==> src/rtl/buzzer_gen.sv <==
// Multi-channel buzzer pattern generator: CONST, BLINK and BURST modes
// with optional square-wave tone on the active phase.
//
// Ports:
//   clk, reset         - clock, synchronous active-high reset
//   enable[i]          - level-sensitive run request for channel i
//   mode[2i+:2]        - 0 OFF, 1 CONST, 2 BLINK, 3 BURST
//   duration_on/off    - active/silent phase length in cycles (0 acts as 1)
//   burst_count[8i+:8] - active phases per burst (0 acts as 1)
//   tone_half_period   - tone half period in cycles, 0 = steady level
//   busy[i]            - channel not idle
//   done[i]            - one-cycle pulse after a burst completes
//   BUZZER_OUT[i]      - buzzer drive, polarity set by INVERSE_MODE
module buzzer_gen #(
  parameter int CHANNELS     = 2,
  parameter int CNT_WIDTH    = 32,
  parameter int INVERSE_MODE = 1
) (
  input  logic                          clk,
  input  logic                          reset,
  input  logic [CHANNELS-1:0]           enable,
  input  logic [2*CHANNELS-1:0]         mode,
  input  logic [CNT_WIDTH*CHANNELS-1:0] duration_on,
  input  logic [CNT_WIDTH*CHANNELS-1:0] duration_off,
  input  logic [8*CHANNELS-1:0]         burst_count,
  input  logic [CNT_WIDTH*CHANNELS-1:0] tone_half_period,
  output logic [CHANNELS-1:0]           busy,
  output logic [CHANNELS-1:0]           done,
  output logic [CHANNELS-1:0]           BUZZER_OUT
);

  localparam int   W   = CNT_WIDTH;
  localparam logic INV = (INVERSE_MODE != 0);

  typedef enum logic [2:0] {
    IDLE,
    HOLD_ON,
    HOLD_OFF,
    CONST_ON,
    DONE
  } state_t;

  // Terminal count for a phase; a zero length behaves as one cycle,
  // so the compare value never wraps.
  function automatic logic [W-1:0] lim_w(input logic [W-1:0] d);
    return (d == '0) ? '0 : d - W'(1);
  endfunction

  function automatic logic [7:0] lim_b(input logic [7:0] d);
    return (d == 8'd0) ? 8'd0 : d - 8'd1;
  endfunction

  for (genvar i = 0; i < CHANNELS; i++) begin : g_ch
    state_t     st;
    logic [W-1:0] cnt;
    logic [W-1:0] tcnt;
    logic [W-1:0] on_lim;
    logic [W-1:0] off_lim;
    logic [W-1:0] t_lim;
    logic         t_en;
    logic [7:0]   bcnt;
    logic [7:0]   b_lim;
    logic         burst;
    logic         tph;
    logic         busy_r;
    logic         done_r;
    logic         pend;
    logic         out_r;

    logic [W-1:0] d_on;
    logic [W-1:0] d_off;
    logic [W-1:0] d_tone;
    logic [1:0]   md;
    logic [7:0]   bc;
    logic         t_wrap;

    assign d_on   = duration_on[i*W +: W];
    assign d_off  = duration_off[i*W +: W];
    assign d_tone = tone_half_period[i*W +: W];
    assign md     = mode[2*i +: 2];
    assign bc     = burst_count[8*i +: 8];
    assign t_wrap = t_en && (tcnt == t_lim);

    // Output is driven from the current state, so it trails the state
    // register by one edge; dropping enable bypasses that lag.
    always_ff @(posedge clk) begin
      if (reset) begin
        st      <= IDLE;
        cnt     <= '0;
        tcnt    <= '0;
        on_lim  <= '0;
        off_lim <= '0;
        t_lim   <= '0;
        t_en    <= 1'b0;
        bcnt    <= 8'd0;
        b_lim   <= 8'd0;
        burst   <= 1'b0;
        tph     <= 1'b1;
        busy_r  <= 1'b0;
        done_r  <= 1'b0;
        pend    <= 1'b0;
        out_r   <= INV;
      end else begin
        done_r <= 1'b0;
        pend   <= 1'b0;
        if (st == IDLE) begin
          out_r <= INV;
          if (enable[i] && md != 2'd0) begin
            on_lim  <= lim_w(d_on);
            off_lim <= lim_w(d_off);
            t_lim   <= lim_w(d_tone);
            t_en    <= (d_tone != '0);
            b_lim   <= lim_b(bc);
            burst   <= (md == 2'd3);
            cnt     <= '0;
            tcnt    <= '0;
            bcnt    <= 8'd0;
            tph     <= 1'b1;
            busy_r  <= 1'b1;
            st      <= (md == 2'd1) ? CONST_ON : HOLD_ON;
          end
        end else if (!enable[i]) begin
          st     <= IDLE;
          busy_r <= 1'b0;
          out_r  <= INV;
          cnt    <= '0;
          tcnt   <= '0;
          bcnt   <= 8'd0;
          tph    <= 1'b1;
        end else begin
          unique case (st)
            HOLD_ON: begin
              out_r <= tph ^ INV;
              if (t_wrap) begin
                tcnt <= '0;
                tph  <= ~tph;
              end else if (t_en) begin
                tcnt <= tcnt + W'(1);
              end
              if (cnt == on_lim) begin
                cnt <= '0;
                if (burst && bcnt == b_lim) begin
                  st   <= DONE;
                  pend <= 1'b1;
                end else begin
                  if (burst) bcnt <= bcnt + 8'd1;
                  st <= HOLD_OFF;
                end
              end else begin
                cnt <= cnt + W'(1);
              end
            end
            HOLD_OFF: begin
              out_r <= INV;
              if (cnt == off_lim) begin
                cnt  <= '0;
                tcnt <= '0;
                tph  <= 1'b1;
                st   <= HOLD_ON;
              end else begin
                cnt <= cnt + W'(1);
              end
            end
            CONST_ON: begin
              out_r <= tph ^ INV;
              if (t_wrap) begin
                tcnt <= '0;
                tph  <= ~tph;
              end else if (t_en) begin
                tcnt <= tcnt + W'(1);
              end
            end
            DONE: begin
              out_r  <= INV;
              done_r <= pend;
            end
            default: begin
              st     <= IDLE;
              busy_r <= 1'b0;
              out_r  <= INV;
            end
          endcase
        end
      end
    end

    assign busy[i]       = busy_r;
    assign done[i]       = done_r;
    assign BUZZER_OUT[i] = out_r;
  end

endmodule

==> config.mk <==
export PLATFORM = sky130hd
export DESIGN_NAME = buzzer_gen
export DESIGN_NICKNAME = d
export VERILOG_FILES = /design/src/rtl/buzzer_gen.sv
export SDC_FILE = /design/constraint.sdc
export NUM_CORES = 1
export LEC_CHECK = 0
export ABC_AREA = 1
export CAP_MARGIN = 20
export CORE_UTILIZATION = 45
export CTS_CLUSTER_DIAMETER = 100
export DETAILED_ROUTE_END_ITERATION = 10
export PLACE_DENSITY = 0.65
export SLEW_MARGIN = 5
export SYNTH_ARGS = -nofsm -noshare
export SYNTH_HDL_FRONTEND = slang
export SYNTH_SLANG_ARGS = --single-unit
==> constraint.sdc <==
create_clock -name clk -period 2.1 [get_ports clk]
set_input_delay 0.315 -clock clk [delete_from_list [all_inputs] [get_ports clk]]
set_output_delay 0.315 -clock clk [all_outputs]
set_load 0.02 [all_outputs]
==> metrics.cfg <==
[clock_network]
clkTransAtPathRegs_ns = 0.06
clockBufferDepth = 3
cts-root-buf = clkbuf_16
h-tree-depth = 2
cts_buffers = 43
cts_tree = done
clock_latency_ns = 0.57
cts.sinks = 372
hold_buffers = 0

[routing]
vias = 28454
drt-total-wl_mm = 76.93
drt-wirelength-per-cell_um = 13.30
antenna_left = 0
drt_iter0_drc = 1801
viasPerCell = 4.919
drcViolationCount = 0
first_pass_iters = 5

[timing]
fmax_mhz = 514.1
finalWorstSetupSlack_ns = 0.1548
setup_tns_ns = 0
finalCriticalPeriod_ns = 1.945
skew_ns = 0.01463
tightest_slew_ns = 0.7760
hold_slack_ns = 0.2583
fin_crit_sh = 0.9263
finalMaxSlewViolations = 0
relSlewSlack = 0.4827
finalSetupViolCount = 0
timing_hold_violations_final = 0

[placed_design]
place_hpwl_mm = 60.11
placed_area_um2 = 32870
pre_cts_slack_ns = -0.2438
place_congestion = 0.9224
port-buffer-count = 221

[worst_setup_path]
reg2reg_from = g_ch[1].cnt[0]
worstPathArrival_ns = 2.43
path_max_fanout = 7
critPathLaunch = g_ch[1].cnt[0]
endpoint_kind = flop
critPathKind = flop to flop
start_kind = flop
cp.required_ns = 2.59

[finish]
regArea_um2 = 7476
nets = 5230
drive_above_1_share = 0.1581
fin_area_um2 = 34550
multi_input_area_um2 = 15940
area_growth_pct = 32.89
num-fill-cells = 5483

[synthesis]
synthCells = 4319
yosysTopAreaCellShare = 0.2865
netlist_top_cells_count = nand2_1 (1137), nor2_1 (748), inv_1 (514)
synth_edf_count = 0
yosysUniqueCellTypes = 51
synth_area_leaders = dfxtp_1 (29%), nand2_1 (16%), nor2_1 (11%)
syn_area_um2 = 26000
syn-num-nets = 4555
yosys.area.top_type = dfxtp_1
ys_seq_elements = 372
syn_area_per_cell_um2 = 6.019
synth_top_flop_cell = dfxtp_1
yosysSeqAreaShare = 0.2865
synth_most_common_cell = nand2_1
postSynth.asyncResetShare = 0
yosys_warnings = 0

[grt]
grt_pass1_vias = 26530
track_usage = 0.2564
overflow = 0
grt_max_degree = 136
grt_pass1_wl_mm = 126.8
antenna_found_initial = 5

[job]
cap_violations = 0

[floorplanning]
die_height_um = 242.4
die_area_um2 = 58730
coreArea_um2 = 56710
initial_utilization = 0.4584
core.rowCount = 87
die_x_um = 242.4
boundaryPins = 222

[pwr]
power_mw = 28.68
leakage_nw = 15.66
powerDensity_nw_per_um2 = 830.1
peakVddDrop_mv = 0.5557

[min_path]
min_from = reset
min_path_type = input port to flop

[status]
status = finished, final reports clean

per-layer routing:
layer	vias to the layer above	part of all wire	global-route usage
li1	14997	-	-
met1	12723	0.47	0.3385
met2	591	0.46	0.4322
met3	135	0.046	0.03423
met4	8	0.024	0.07651
met5	-	0.00068	0
power by group:
group / leakage [nW] / switching [mW] / internal, mW / total, mW
clock network: 0.715 / 3.16 / 4.69 / 7.85
logic: 11.9 / 6.89 / 4.99 / 11.9
registers: 3.03 / 0.891 / 8.05 / 8.94
flip-flops by register name (all words and copies together), names as in the netlist:
signal and count:
g_ch.cnt 64, g_ch.done_r 2, g_ch.t_lim 64, g_ch.on_lim 64, g_ch.pend 2, g_ch.burst 2, g_ch.b_lim 16, g_ch.st 6
g_ch.t_en 2, g_ch.off_lim 64, g_ch.bcnt 16, g_ch.tph 2, g_ch.tcnt 64, g_ch.out_r 2, g_ch.busy_r 2
worst paths after layout:
check             slack (ns)         endpoint  cells past startpoint
hold reg to reg         0.44   g_ch[1].done_r                      2
setup / recovery        0.15  g_ch[1].bcnt[5]                     13
hold / removal          0.26      g_ch[0].tph                      3
setup reg to reg        0.15  g_ch[1].bcnt[5]                     13
critical path, cell delays in order, from the launching register on:
cell,delay (ns)
dfxtp_1,0.39
buf_4,0.16
xnor2_1,0.11
nand2_1,0.06
nor2_1,0.14
nand2_1,0.08
nor2_1,0.14
nand2_2,0.13
inv_1,0.08
nand3_1,0.10
nand2_2,0.14
buf_4,0.15
nand2_1,0.05
a21oi_1,0.13
area by class of cell:
type	instances	area share
diodes	1	0.00007243
inverters	536	0.05831
clock buffers	64	0.03665
clock inverters	15	0.006121
flip-flops and latches	372	0.2164
multi-input cells	3253	0.4614
repair buffers	788	0.1937
well taps	756	0.02738
cells by family after synthesis:
family | after synthesis | synth area share
AND/OR/NAND/NOR | 2495 | 0.4083
buffers and inverters | 694 | 0.1059
AO/OA/AOI/OAI | 451 | 0.09299
flip-flops | 372 | 0.2865
XOR/XNOR | 287 | 0.09669
adder cells (fa/ha/maj) | 20 | 0.009626
layout by cell type (no fill, tap or decap), types with 7 or more instances in the layout:
cell type and count:
and3_1 7, clkbuf_16 44, inv_1 512, buf_4 549, nand3_1 256, nor3_2 12, a21o_1 10, xor2_1 121
dfxtp_1 353, nand2_1 1128, or2_2 34, clkbuf_1 11, nand3b_1 8, o22ai_1 8, clkbuf_8 9, a21oi_1 291
buf_12 17, nor2_4 9, nor2_1 730, nand4_1 138, nor3_1 63, inv_2 23, nand2_2 13, clkdlybuf4s50_1 220
xnor2_1 166, o21ai_1 23, nor4_1 38, dfxtp_2 17, o211ai_1 8, nor2_2 27, o21ai_0 74, o21bai_1 11
and2_1 12, ha_1 19
per-stage QoR:
step | utilization | instances
detailed placement | 0.5795 | 5702
global route | 0.6092 | 5785
finish | 0.6092 | 5785
CTS | 0.6060 | 5781
global placement | 0.5795 | 5702
floorplan | - | 4319
what timing repair did:
action | 4_1_cts | 5_1_grt
pin swaps | 0 | 7
endpoints found under the setup margin | 50 | 143
resized for setup | 9 | 59
buffers inserted | 0 | 3
Power figures use the tool's default switching activity.
